File: src/rtl/element_packer_pkg.sv
// Shared normalization-path types and helpers used by the element packer.
package element_packer_pkg;

    localparam int unsigned MAX_LANES = 64;

    typedef enum logic {
        FILL,
        FLUSH
    } packer_state_t;

    // Lanes 0..n-1 set; callers truncate to their own lane count.
    function automatic logic [MAX_LANES-1:0] prefix_mask(input int unsigned n);
        logic [MAX_LANES-1:0] mask;
        mask = '0;
        for (int unsigned i = 0; i < MAX_LANES; i++) begin
            mask[i] = (i < n);
        end
        return mask;
    endfunction

    function automatic logic [7:0] popcount_keep(input logic [MAX_LANES-1:0] keep);
        logic [7:0] count;
        count = '0;
        for (int unsigned i = 0; i < MAX_LANES; i++) begin
            count = count + 8'(keep[i]);
        end
        return count;
    endfunction

endpackage

File: src/rtl/ndata_i.sv
// N-lane element stream with per-lane keep, packet last and valid/ready handshake.
interface ndata_i #(
    parameter type         data_t       = logic [7:0],
    parameter int unsigned NUM_ELEMENTS = 4
);
    data_t [NUM_ELEMENTS-1:0] data;
    logic  [NUM_ELEMENTS-1:0] keep;
    logic                     last;
    logic                     valid;
    logic                     ready;

    modport m (output data, keep, last, valid, input ready);
    modport s (input data, keep, last, valid, output ready);
endinterface

File: src/rtl/element_packer_barrel_shifter.sv
// Combinational lane rotator: input element i lands in lane (i + offset) mod N.
module element_packer_barrel_shifter #(
    parameter type         data_t       = logic [7:0],
    parameter int unsigned NUM_ELEMENTS = 4,
    parameter int unsigned OFFSET_WIDTH = $clog2(NUM_ELEMENTS)
) (
    input  data_t [NUM_ELEMENTS-1:0] data_i,
    input  logic  [OFFSET_WIDTH-1:0] offset_i,
    output data_t [NUM_ELEMENTS-1:0] data_o
);
    localparam int unsigned IDX_W = $clog2(NUM_ELEMENTS);

    // Index arithmetic wraps naturally because NUM_ELEMENTS is a power of two.
    always_comb begin
        for (int unsigned j = 0; j < NUM_ELEMENTS; j++) begin
            data_o[j] = data_i[IDX_W'(IDX_W'(j) - IDX_W'(offset_i))];
        end
    end

endmodule

File: src/rtl/element_packer.sv
// Packs prefix-valid beats into dense output beats via a residual buffer and fill level.
module element_packer
    import element_packer_pkg::*;
#(
    parameter type         data_t       = logic [7:0],
    parameter int unsigned NUM_ELEMENTS = 4,
    parameter int unsigned OFFSET_WIDTH = $clog2(NUM_ELEMENTS)
) (
    input  logic                    clk,
    input  logic                    rst_n,
    ndata_i.s                       in,
    ndata_i.m                       out,
    output logic [OFFSET_WIDTH-1:0] fill
);
    localparam int unsigned SW = OFFSET_WIDTH + 1;

    typedef data_t [NUM_ELEMENTS-1:0] vec_t;
    typedef logic  [NUM_ELEMENTS-1:0] mask_t;

    // state | meaning
    // FILL  | accepting input, merging into residual, emitting dense beats
    // FLUSH | input stalled, residual tail of a packet goes out with last=1
    packer_state_t state_q, state_d;

    logic [OFFSET_WIDTH-1:0] fill_q, fill_d;
    vec_t                    resid_q, resid_d;
    vec_t                    out_data_q, out_data_d;
    mask_t                   out_keep_q, out_keep_d;
    logic                    out_last_q, out_last_d;
    logic                    out_valid_q, out_valid_d;

    vec_t          in_data, rotated, merged;
    logic [SW-1:0] cnt, sum;
    logic          out_free, in_ready, in_fire;

    assign in_data = in.data;

    element_packer_barrel_shifter #(
        .data_t      (data_t),
        .NUM_ELEMENTS(NUM_ELEMENTS),
        .OFFSET_WIDTH(OFFSET_WIDTH)
    ) u_shifter (
        .data_i  (in_data),
        .offset_i(fill_q),
        .data_o  (rotated)
    );

    always_comb begin
        cnt = SW'(popcount_keep(MAX_LANES'(in.keep)));
        sum = SW'(fill_q) + cnt;
        for (int unsigned j = 0; j < NUM_ELEMENTS; j++) begin
            merged[j] = (j < 32'(fill_q)) ? resid_q[j] : rotated[j];
        end
    end

    assign out_free = !out_valid_q || out.ready;
    assign in_ready = out_free && (state_q == FILL);
    assign in_fire  = in.valid && in_ready;
    assign in.ready = in_ready;

    always_comb begin
        state_d     = state_q;
        fill_d      = fill_q;
        resid_d     = resid_q;
        out_data_d  = out_data_q;
        out_keep_d  = out_keep_q;
        out_last_d  = out_last_q;
        out_valid_d = out_valid_q && !out.ready;

        case (state_q)
            FILL: begin
                if (in_fire) begin
                    // Low bits of S equal S-N whenever S >= N, and S itself otherwise.
                    fill_d = sum[OFFSET_WIDTH-1:0];
                    if (!in.last) begin
                        if (sum >= SW'(NUM_ELEMENTS)) begin
                            out_valid_d = 1'b1;
                            out_data_d  = merged;
                            out_keep_d  = '1;
                            out_last_d  = 1'b0;
                            resid_d     = rotated;
                        end else begin
                            resid_d = merged;
                        end
                    end else if (sum > SW'(NUM_ELEMENTS)) begin
                        out_valid_d = 1'b1;
                        out_data_d  = merged;
                        out_keep_d  = '1;
                        out_last_d  = 1'b0;
                        resid_d     = rotated;
                        state_d     = FLUSH;
                    end else begin
                        out_valid_d = 1'b1;
                        out_data_d  = merged;
                        out_keep_d  = mask_t'(prefix_mask(32'(sum)));
                        out_last_d  = 1'b1;
                        fill_d      = '0;
                    end
                end
            end
            FLUSH: begin
                if (out_free) begin
                    out_valid_d = 1'b1;
                    out_data_d  = resid_q;
                    out_keep_d  = mask_t'(prefix_mask(32'(fill_q)));
                    out_last_d  = 1'b1;
                    fill_d      = '0;
                    state_d     = FILL;
                end
            end
            default: state_d = FILL;
        endcase
    end

    always_ff @(posedge clk) begin
        if (!rst_n) begin
            state_q     <= FILL;
            fill_q      <= '0;
            resid_q     <= '0;
            out_data_q  <= '0;
            out_keep_q  <= '0;
            out_last_q  <= 1'b0;
            out_valid_q <= 1'b0;
        end else begin
            state_q     <= state_d;
            fill_q      <= fill_d;
            resid_q     <= resid_d;
            out_data_q  <= out_data_d;
            out_keep_q  <= out_keep_d;
            out_last_q  <= out_last_d;
            out_valid_q <= out_valid_d;
        end
    end

    // Upstream compactor guarantees a prefix keep; anything else breaks the lane math.
    always_ff @(posedge clk) begin
        if (rst_n && in.valid) begin
            assert (in.keep == mask_t'(prefix_mask(32'(cnt))));
        end
    end

    assign out.valid = out_valid_q;
    assign out.data  = out_data_q;
    assign out.keep  = out_keep_q;
    assign out.last  = out_last_q;
    assign fill      = fill_q;

endmodule

File: src/flat_wrapper.sv
// flat-port wrapper written by rule: the top's interface ports become plain ports
module element_packer_flat import element_packer_pkg::*;
#(
    parameter type         data_t       = logic [7:0],
    parameter int unsigned NUM_ELEMENTS = 4,
    parameter int unsigned OFFSET_WIDTH = $clog2(NUM_ELEMENTS)
)
  (clk, rst_n, fill, in_data, in_keep, in_last, in_valid, in_ready, out_data, out_keep, out_last, out_valid, out_ready);
  ndata_i #(.data_t(data_t), .NUM_ELEMENTS(NUM_ELEMENTS)) in_i ();
  ndata_i #(.data_t(data_t), .NUM_ELEMENTS(NUM_ELEMENTS)) out_i ();
  input  logic clk;
  input  logic rst_n;
  output logic [OFFSET_WIDTH-1:0] fill;
  input wire logic [$bits(in_i.data)-1:0] in_data;
  input wire logic [$bits(in_i.keep)-1:0] in_keep;
  input wire logic [$bits(in_i.last)-1:0] in_last;
  input wire logic [$bits(in_i.valid)-1:0] in_valid;
  output wire logic [$bits(in_i.ready)-1:0] in_ready;
  output wire logic [$bits(out_i.data)-1:0] out_data;
  output wire logic [$bits(out_i.keep)-1:0] out_keep;
  output wire logic [$bits(out_i.last)-1:0] out_last;
  output wire logic [$bits(out_i.valid)-1:0] out_valid;
  input wire logic [$bits(out_i.ready)-1:0] out_ready;
  assign in_i.data = in_data;
  assign in_i.keep = in_keep;
  assign in_i.last = in_last;
  assign in_i.valid = in_valid;
  assign in_ready = in_i.ready;
  assign out_data = out_i.data;
  assign out_keep = out_i.keep;
  assign out_last = out_i.last;
  assign out_valid = out_i.valid;
  assign out_i.ready = out_ready;
  element_packer #(.data_t(data_t), .NUM_ELEMENTS(NUM_ELEMENTS), .OFFSET_WIDTH(OFFSET_WIDTH)) u_core (.clk(clk), .rst_n(rst_n), .in(in_i), .out(out_i), .fill(fill));
endmodule
File: config.mk
export PLATFORM = sky130hd
export DESIGN_NAME = element_packer_flat
export DESIGN_NICKNAME = d
export VERILOG_FILES = /design/src/rtl/element_packer_pkg.sv /design/src/rtl/ndata_i.sv /design/src/rtl/element_packer_barrel_shifter.sv /design/src/rtl/element_packer.sv /design/src/flat_wrapper.sv
export SDC_FILE = /design/constraint.sdc
export NUM_CORES = 1
export LEC_CHECK = 0
export CORE_ASPECT_RATIO = 1.2
export CORE_MARGIN = 1.5
export CORE_UTILIZATION = 35
export DETAILED_ROUTE_END_ITERATION = 8
export SYNTH_ARGS = -nofsm -noshare
export SYNTH_HDL_FRONTEND = slang
export SYNTH_SLANG_ARGS = --single-unit
File: constraint.sdc
create_clock -name clk -period 6.9 [get_ports clk]
set_clock_uncertainty 0.2 [all_clocks]
set_input_delay 1.035 -clock clk [delete_from_list [all_inputs] [get_ports clk]]
set_output_delay 1.035 -clock clk [all_outputs]
set_load 0.1 [all_outputs]
==> results.ini, run 1 <==
[power_and_ir_drop]
comb_power_share_pct = 37.9
total_power_mw = 1.73
p_per_area_mw_per_mm2 = 318
swShare_pct = 38.1
seq_power_share_pct = 29.2
irDropWorstVdd_mv = 0.154
p_int_mw = 1.07
p_clk_share_pct = 32.8
p_leak_nw = 2.08
p_switching_uw = 657

[yosys]
synth_compound_area_share_pct = 21.5
syn_inst = 475
netlist-cell-type-count = 36
synthMuxAreaShare_pct = 20.9
synth_top_family_by_area = compound AO/OA/AOI/OAI gates
yosys_warnings = 0
syn_area_mm2 = 0.00416
avgSynthCellArea_um2 = 8.75
synthXorXnorAreaFrac_pct = 0.602
synthesis.nets = 523
synthAdderAreaFrac_pct = 2.47
yosys.area_share.simple_pct = 14.4
ys_ff_latch = 73
yosysSeqAreaShare_pct = 35.1

[place]
io_buffer_count = 81
gp_congestion = 0.812
place_hpwl_um = 8190

[sta]
holdWs_ns = 0.261
hold_viol_final = 0
finalSetupViolCount = 0
max_freq_mhz = 233
slew_violations = 0
tightest_slew_ns = 0.999
rsz0062_at_grt = false
slew_headroom_pct = 33.2
fin_crit_sh_pct = 62.3
finalSetupTns_ns = 0
fin_crit_ns = 4.30

[run_status]
run_status = finished, final reports clean

[worst_setup_path]
critPathArrivalTime_ns = 4.32
worstPathMaxFanout = 17
critPathSlowestCell = fa_1
crit_chain = clkdlybuf4s50_1 -> ha_1 -> inv_1 -> fa_1 -> inv_1 -> ha_1 -> fa_1 -> xnor2_2 -> o21ai_2 -> buf_4 -> nand2_1 -> o311a_1
critPathKind = in -> reg
regToRegStartpoint = u_core.fill[0]
critPathMaxStageDelay_ns = 0.49
cp-start-kind = input pin
r2r_cells = 10
endpoint_kind = flop
crit_required_ns = 6.92
timing.rr.end = u_core.resid_q[12]
rrSetupSlack_ns = 3.65

[cts]
post_cts_buffers = 0
numCtsBuffers = 9
hold_buffers = 0
ctsResizeCount = 0
clk_path_buf_depth = 2
clk_pin_slew_ns = 0.06
clkLatencyLatePin_ns = 0.34
cts_tree = built
cts-htree-levels = 3
cts.sinks = 73
cts_root_buf = clkbuf_16

[min_path]
min_to = u_core.resid_q[18]
min_from = u_core.resid_q[18]
worstHoldPathType = reg -> reg
hold_depth = 2

[floorplanning]
start_util_pct = 35.9
pin_count = 82
die_h_um = 122
die-area_mm2 = 0.0125
core_mm2 = 0.0116
die_w_um = 102
row_count = 43

[finish]
syn_to_final_growth_pct = 30.5
diodes = 0
fillers = 1115
drive_gt1_share_pct = 10.2
fin_util_pct = 46.9
finalNetCount = 581

[global_routing]
grt_pass1_wl_um = 18800
track_usage_pct = 19.8
antenna_found_initial = 0
grt_pass1_vias = 3579
grt_max_degree = 102
overflow = 0

[detailed_routing]
dr_total_vias = 3816
drc = 0
wire_per_inst_um = 17.2
drtPass1Iterations = 5
via_per_inst = 5.49
drtIter0Drc = 209
wirelength_um = 11900
ant_nets = 0

[job]
drv_cap = 0

## critical path, delay by kind of cell
kind	cells	cell delay [ns]
adders and majority gates	4	1.38
buffers and inverters	4	0.78
AOI/OAI and AO/OA	2	0.61
xor gates and xnor gates	1	0.27
and+or+nand+nor	1	0.24
## sequential cells by signal, summed over array words and instances, names as in the netlist
register          count
u_core.fill           2
u_core.out.data      32
u_core.out.keep       4
u_core.out.last       1
u_core.out.valid      1
u_core.resid_q       32
u_core.state_q        1
## per-stage QoR
step	worst slack [ns]	instance area [um^2]	instances
after floorplan	2.42	4160	475
after global placement	2.37	5070	679
after detailed placement	2.30	5070	679
after CTS	2.64	5430	695
after global routing	2.45	5430	695
final	2.60	5430	695
## layout by cell type (no fill, tap or decap), types with 4 or more instances in the layout
cell type | Yosys | final
nand2_1 | 100 | 100
clkdlybuf4s50_1 | 0 | 80
dfxtp_1 | 73 | 72
o21ai_0 | 57 | 57
mux2i_1 | 33 | 33
a31oi_1 | 25 | 25
mux4_2 | 24 | 24
nand3_1 | 18 | 18
o311a_1 | 16 | 16
nor2_1 | 14 | 14
o21ai_1 | 13 | 13
a21boi_0 | 9 | 9
a21o_1 | 9 | 9
clkbuf_16 | 0 | 9
buf_4 | 0 | 9
inv_1 | 8 | 8
nor2b_1 | 5 | 5
ha_1 | 5 | 5
bufinv_16 | 0 | 4
## layout make-up
class / instances / area, um^2 / area share [%]
Sequential cell: 73 / 1460 / 27.0
Multi-Input combinational cell: 351 / 2500 / 46.1
Timing Repair Buffer: 90 / 873 / 16.1
Clock inverter: 6 / 130 / 2.40
Inverter: 8 / 30.0 / 0.554
Tap cell: 157 / 196 / 3.62
Clock buffer: 10 / 229 / 4.22
## cell usage after synthesis (all sizes together)
cell type | instances | area, um^2
mux4 | 24 | 541
o41ai | 1 | 8.76
nor2 | 14 | 52.6
o22ai | 1 | 6.26
o2bb2ai | 1 | 8.76
o221ai | 1 | 8.76
a21oi | 2 | 10.0
clkbuf | 28 | 105
o21a | 1 | 7.51
a311oi | 1 | 15.0
xor2 | 1 | 8.76
a32oi | 2 | 17.5
o21ai | 71 | 359
or2 | 2 | 12.5
and2 | 2 | 12.5
mux2i | 33 | 330
a21o | 9 | 67.6
dfxtp | 73 | 1460
nor3b | 1 | 7.51
a31oi | 25 | 156
nand2b | 1 | 6.26
a21boi | 9 | 67.6
inv | 8 | 30.0
nand4 | 2 | 12.5
fa | 2 | 40.0
nand3 | 18 | 90.1
xnor2 | 1 | 16.3
buf | 15 | 68.8
nor2b | 5 | 31.3
ha | 5 | 62.6
o311a | 16 | 160
nand2 | 100 | 375
## worst max path at each step
stage	to	cells after the start	startpoint	slack [ns]
CTS	u_core.resid_q[12]	12	in_keep[1]	2.64
detailed placement	u_core.resid_q[12]	12	in_keep[1]	2.30
floorplan	u_core.out.keep[2]	13	u_core.fill[0]	2.42
global route	u_core.out.data[30]	12	in_keep[1]	2.45
global placement	u_core.resid_q[9]	12	in_keep[0]	2.37
finish	u_core.resid_q[12]	12	in_keep[1]	2.60
## cell families after synthesis
group / after synthesis
AO/OA/AOI/OAI: 140
XOR/XNOR: 2
adder cells (fa/ha/maj): 7
buffers and inverters: 51
flip-flops: 73
multiplexers: 57
AND/OR/NAND/NOR: 145
## power by group through the flow
| stage | clock (mW) | combinational (mW) | sequential, mW |
|---|---|---|---|
| 2_1_floorplan | 0 | 0.270 | 0.726 |
| 3_3_place_gp | 0 | 0.651 | 0.512 |
| 3_5_place_dp | 0 | 0.654 | 0.513 |
| 4_1_cts | 0.579 | 0.656 | 0.505 |
| 5_1_grt | 0.595 | 0.697 | 0.510 |
| 6_report | 0.567 | 0.655 | 0.505 |
## routing by layer
layer	wire (um)	vias to the layer above	GRT usage, %
met2	5930	110	32.4
met3	551	14	3.42
li1	-	1848	-
met1	5260	1844	26.1
met4	200	0	7.28
met5	0	-	0
No activity file was read; power rests on OpenSTA's default activity.
==> run 2, diff against run 1 <==
==> constraint.sdc (replaced) <==
create_clock -name clk -period 3.5 [get_ports clk]
set_clock_uncertainty 0.2 [all_clocks]
set_input_delay 0.525 -clock clk [delete_from_list [all_inputs] [get_ports clk]]
set_output_delay 0.525 -clock clk [all_outputs]
set_load 0.1 [all_outputs]
==> run 2 against run 1 <==
Compared with the run above:
- global-route usage increased by 0.070 points
- via count increased by 2.0%
- sequential share of layout area decreased by 0.48 points
- critical endpoint is now u_core.resid_q[15]
- largest cell class unchanged
- largest power group unchanged
- highest routed layer unchanged
==> results.ini, run 2 (synthesis results as in run 1) <==
[worst_setup_path]
cp_num_buf_inv = 4  ; unchanged
critPathMaxStageDelay_ns = 0.47  ; -0.02 ns
crit_family = adder cells
startpoint = in_keep[0]
timing.rr.end = u_core.resid_q[15]
crit_chain = clkdlybuf4s50_1 -> ha_1 -> inv_1 -> fa_1 -> inv_1 -> ha_1 -> fa_2 -> xor2_4 -> buf_4 -> o311a_1 -> o311a_1
rrSetupSlack_ns = 0.57  ; -3.08 ns
endpoint_kind = flop
cp.depth = 11  ; -1
crit_end = u_core.resid_q[15]
r2r_cells = 9  ; -1
cp-start-kind = input pin
crit_required_ns = 3.52  ; -3.40 ns
critPathArrivalTime_ns = 3.40  ; -0.92 ns
critPathKind = in -> reg
critPathSlowestCell = fa_1
worstPathMaxFanout = 15  ; -2
regToRegStartpoint = u_core.fill[0]

[cts]
hold_buffers = 0  ; unchanged
cts.sinks = 73  ; unchanged
clk_path_buf_depth = 2  ; unchanged
post_cts_buffers = 0  ; unchanged
clkLatencyLatePin_ns = 0.33  ; about the same
cts_tree = built
cts_root_buf = clkbuf_16
cts-htree-levels = 3  ; unchanged
numCtsBuffers = 9  ; unchanged
clk_pin_slew_ns = 0.06  ; about the same

[floorplanning]
pin_count = 82  ; unchanged
core_mm2 = 0.0116  ; unchanged
die_w_um = 102  ; unchanged
die-area_mm2 = 0.0125  ; unchanged
start_util_pct = 35.9  ; unchanged
die_h_um = 122  ; unchanged
row_count = 43  ; unchanged

[min_path]
worstHoldPathType = reg -> reg

[global_routing]
grt_pass1_wl_um = 19200  ; +2.1%
overflow = 0  ; unchanged
track_usage_pct = 19.8  ; +0.070 points
grt_pass1_vias = 3794  ; +6.0%
grt_max_degree = 58  ; -43%
antenna_found_initial = 0  ; unchanged

[finish]
final_cells = 711  ; +2.3%
drive_gt1_share_pct = 17.0  ; +6.7 points
final_common_cell = nand2_1
fillers = 1085  ; -2.7%
mostFrequentLayoutCells = nand2_1 (99), dfxtp_1 (71), clkdlybuf4s50_1 (61)
diodes = 0  ; unchanged
multi_input_area_mm2 = 0.00254  ; +1.4%
fin_util_pct = 47.9  ; +0.97 points
finalNetCount = 597  ; +2.8%
syn_to_final_growth_pct = 33.2
ff_latch_area_mm2 = 0.00147  ; +0.26%

[sta]
rsz0062_at_grt = true
slew_headroom_pct = 34.9  ; +1.7 points
hold_viol_final = 0  ; unchanged
max_freq_mhz = 296
tightest_slew_ns = 0.974  ; -0.0250 ns
fin_crit_sh_pct = 96.5
slew_violations = 0  ; unchanged
finalSetupViolCount = 0  ; unchanged
fin_crit_ns = 3.38

[detailed_routing]
drtIter0Drc = 219  ; +4.8%
wirelength_um = 11900  ; -0.12%
ant_nets = 0  ; unchanged
dr_total_vias = 3891  ; +2.0%
top_layer = met4
via_per_inst = 5.47  ; -0.33%
wire_per_inst_um = 16.8  ; -2.4%
dr_wl_met2_um = 5870  ; -0.88%
drtPass1Iterations = 5  ; unchanged
met3_length_um = 478  ; -13%
drc = 0  ; unchanged
wl_met1_um = 5230  ; -0.70%

[power_and_ir_drop]
irDropWorstVdd_mv = 0.292  ; +90%
p_per_area_mw_per_mm2 = 599  ; +88%
p_leak_nw = 2.18  ; +5.0%

[place]
io_buffer_count = 81  ; unchanged
placed_cells = 695  ; +2.4%
gp_congestion = 0.872  ; +7.3%
place_hpwl_um = 8630  ; +5.3%

[job]
drv_cap = 0  ; unchanged

[run_status]
run_status = finished, final reports clean

## run 2: cell types whose count changed in the layout (fill, tap and decap cells not counted), moves of 2 or more
cell             previous run  this run
clkinv_2                    2         0
buf_12                      0         3
clkdlybuf4s50_1            80        61
bufinv_16                   4         1
buf_4                       9        40
## run 2: layout make-up
| type | count | share of cell area, % |
|---|---|---|
| Clock inverter | 3 | 0.836 |
| Inverter | 8 | 0.542 |
| Tap cell | 157 | 3.55 |
| Clock buffer | 13 | 4.90 |
| Timing Repair Buffer | 106 | 17.8 |
| Sequential cell | 73 | 26.5 |
| Multi-Input combinational cell | 351 | 45.9 |
## run 2: worst register-to-register path: stages, from the launching register on
cell     delay [ns]
dfxtp_4        0.34
inv_1          0.08
fa_1           0.51
inv_1          0.04
ha_1           0.18
fa_2           0.43
xor2_4         0.24
buf_4          0.20
o311a_1        0.28
o311a_1        0.33
## run 2: worst min-delay path by stage
stage / startpoint / endpoint / slack, ns / cells past startpoint
floorplan: u_core.resid_q[16] / u_core.resid_q[16] / 0.24 / 2
global placement: u_core.resid_q[5] / u_core.resid_q[5] / 0.25 / 2
detailed placement: u_core.resid_q[18] / u_core.resid_q[18] / 0.25 / 2
CTS: u_core.resid_q[0] / u_core.resid_q[0] / 0.26 / 2
global route: u_core.resid_q[18] / u_core.resid_q[18] / 0.28 / 2
finish: u_core.resid_q[0] / u_core.resid_q[0] / 0.26 / 2
## run 2: repair_timing
item,in CTS,in global routing
setup endpoints to repair,0,27
hold endpoints to repair,0,0
gates resized for setup,0,3
## run 2: metrics by stage
step	hold slack (ns)	setup TNS (ns)	power (mW)	worst slack [ns]	cell area, um^2
floorplan	0.238	0	1.98	0.00473	4220
global placement	0.246	-8.93	2.34	-0.272	5200
detailed placement	0.254	-10.89	2.36	-0.348	5200
CTS	0.263	0	3.33	0.0125	5520
global route	0.282	-0.208	3.47	-0.0544	5540
finish	0.260	0	3.31	0.121	5540
## run 2: per-layer routing
| layer | vias up | GRT usage, % |
|---|---|---|
| met5 | - | 0 |
| met4 | 0 | 8.48 |
| met3 | 25 | 3.36 |
| met2 | 114 | 32.4 |
| met1 | 1868 | 25.8 |
| li1 | 1884 | - |
## run 2: power by group
group          internal (mW)  switching (mW)  total [mW]
clock                  0.616           0.353       0.969
combinational          0.450           0.900        1.35
sequential             0.937          0.0579       0.995
==> run 3, diff against run 2 <==
--- a/config.mk
+++ b/config.mk
@@ -8,7 +8,9 @@
 export CORE_ASPECT_RATIO = 1.2
 export CORE_MARGIN = 1.5
 export CORE_UTILIZATION = 35
+export CTS_CLUSTER_SIZE = 10
 export DETAILED_ROUTE_END_ITERATION = 8
+export PLACE_DENSITY_LB_ADDON = 0.05
 export SYNTH_ARGS = -nofsm -noshare
 export SYNTH_HDL_FRONTEND = slang
 export SYNTH_SLANG_ARGS = --single-unit
==> run 3 against run 2 <==
Compared with the run above:
- core utilization increased by 0.72 points
- critical path type unchanged
- first-iteration DRC count decreased by 23%
- clock-buffer cell count decreased by 3
- sequential power about the same
- fmax increased by 2.6%
- setup slack improved by 0.084 ns
- critical endpoint is now u_core.resid_q[13]
- flip-flop and latch count unchanged
- clock power decreased by 9.8%
- via count increased by 0.87%
- cell count increased by 0.14%
==> results.ini, run 3 (synthesis results as in run 1) <==
[sta]
slew_headroom_pct = 33.4  ; -1.5 points
fin_crit_ns = 3.29  ; -0.0844 ns
finalSetupViolCount = 0  ; unchanged
rsz0062_at_grt = false
max_freq_mhz = 304  ; +2.6%
hold_viol_final = 0  ; unchanged
slew_violations = 0  ; unchanged
fin_crit_sh_pct = 94.1  ; -2.4 points
finalSetupTns_ns = 0  ; unchanged
tightest_slew_ns = 0.996  ; +0.0223 ns
fin_ws_ns = 0.205  ; +0.0844 ns

[worst_setup_path]
worstPathMaxFanout = 17  ; +2
crit_chain = clkdlybuf4s50_1 -> inv_1 -> fa_1 -> inv_1 -> ha_2 -> fa_2 -> buf_4 -> xor2_2 -> buf_12 -> o311a_1 -> o311a_1
critPathArrivalTime_ns = 3.31  ; -0.09 ns
critPathMaxStageDelay_ns = 0.55  ; +0.08 ns
critPathKind = in -> reg
crit_required_ns = 3.52  ; about the same
cp-start-kind = input pin
critPathSlowestCell = fa_1
endpoint_kind = flop

[cts]
cts_tree = built
cts-htree-levels = 3  ; unchanged
clk_pin_slew_ns = 0.06  ; about the same
clk_path_buf_depth = 2  ; unchanged
cts_root_buf = clkbuf_16
numCtsBuffers = 9  ; unchanged
cts.sinks = 73  ; unchanged
hold_buffers = 0  ; unchanged
clkLatencyLatePin_ns = 0.34  ; about the same

[detailed_routing]
ant_nets = 0  ; unchanged
wirelength_um = 13400  ; +12%
via_per_inst = 5.51  ; +0.73%
dr_total_vias = 3925  ; +0.87%
drc = 0  ; unchanged
drtPass1Iterations = 4  ; -1
wire_per_inst_um = 18.8  ; +12%
drtIter0Drc = 169  ; -23%

[global_routing]
grt_max_degree = 65  ; +12%
track_usage_pct = 21.4  ; +1.5 points
grt_pass1_vias = 3734  ; -1.6%
grt_pass1_wl_um = 20200  ; +5.4%
antenna_found_initial = 0  ; unchanged
overflow = 0  ; unchanged

[min_path]
worstHoldPathType = reg -> reg

[floorplanning]
row_count = 43  ; unchanged
die-area_mm2 = 0.0125  ; unchanged
die_w_um = 102  ; unchanged
start_util_pct = 35.9  ; unchanged
pin_count = 82  ; unchanged
die_h_um = 122  ; unchanged
core_mm2 = 0.0116  ; unchanged

[run_status]
run_status = finished, final reports clean

[job]
drv_cap = 0  ; unchanged

[finish]
drive_gt1_share_pct = 17.1  ; +0.15 points
diodes = 0  ; unchanged
mostFrequentLayoutCells = nand2_1 (99), dfxtp_1 (71), clkdlybuf4s50_1 (63)
syn_to_final_growth_pct = 35.2
fin_util_pct = 48.6  ; +0.72 points
finalInstanceArea_mm2 = 0.00562  ; +1.5%
final_common_cell = nand2_1
finalNetCount = 598  ; +0.17%

[place]
gp_congestion = 0.816  ; -6.4%
place_area_mm2 = 0.00521  ; about the same
io_buffer_count = 81  ; unchanged
pre_cts_ws_ns = -0.279  ; +0.0683 ns
place_hpwl_um = 8990  ; +4.2%

[power_and_ir_drop]
irDropWorstVdd_mv = 0.229  ; -21%
total_power_mw = 3.30  ; -0.51%
p_per_area_mw_per_mm2 = 587  ; -2.0%
p_leak_nw = 2.21  ; +1.5%

==> run 3: layer usage <==
metal / global-route usage [%] / share of wire, %
met5: 0 / 0
met2: 33.7 / 47
met3: 3.19 / 4.4
met4: 12.1 / 4.2
met1: 27.9 / 44
==> run 3: final cells by class <==
cell class | count | area [um^2]
inverters | 8 | 30.0
multi-input cells | 351 | 2530
flip-flops and latches | 73 | 1470
well taps | 157 | 196
clock buffers | 10 | 239
fillers | 1139 | 5950
clock inverters | 6 | 42.5
repair buffers | 107 | 1120
==> run 3: path summary, 6_finish.rpt <==
check | start | end | slack [ns] | depth (start not counted)
max reg2reg | u_core.fill[0] | u_core.resid_q[13] | 0.54 | 10
max | in_keep[2] | u_core.resid_q[13] | 0.21 | 11
min | u_core.out.data[9] | u_core.out.data[9] | 0.26 | 2
min reg2reg | u_core.out.data[9] | u_core.out.data[9] | 0.26 | 2
==> run 3: timing repair <==
item / CTS / global route
hold endpoints to repair: 0 / 0
gates resized for setup: 0 / 8
endpoints found under the setup margin: 0 / 27
setup buffers: 0 / 4
==> run 3: power by group <==
part	leakage [nW]	internal (mW)	switching (mW)
Sequential	0.601	0.937	0.0575
Clock	0.135	0.500	0.373
Combinational	1.48	0.494	0.935
Total	2.21	1.93	1.37
==> run 3: critical path: cells and delay by family <==
kind                       cells  cell delay, ns
adders and majority gates      3            1.13
buffers and inverters          5            0.89
xor gates and xnor gates       1            0.15
AOI/OAI and AO/OA              2            0.62
==> run 3: metrics by stage <==
| step | instances | hold slack (ns) |
|---|---|---|
| 2_1_floorplan | 475 | 0.238 |
| 3_3_place_gp | 689 | 0.245 |
| 3_5_place_dp | 689 | 0.246 |
| 4_1_cts | 705 | 0.260 |
| 5_1_grt | 712 | 0.270 |
| 6_report | 712 | 0.255 |
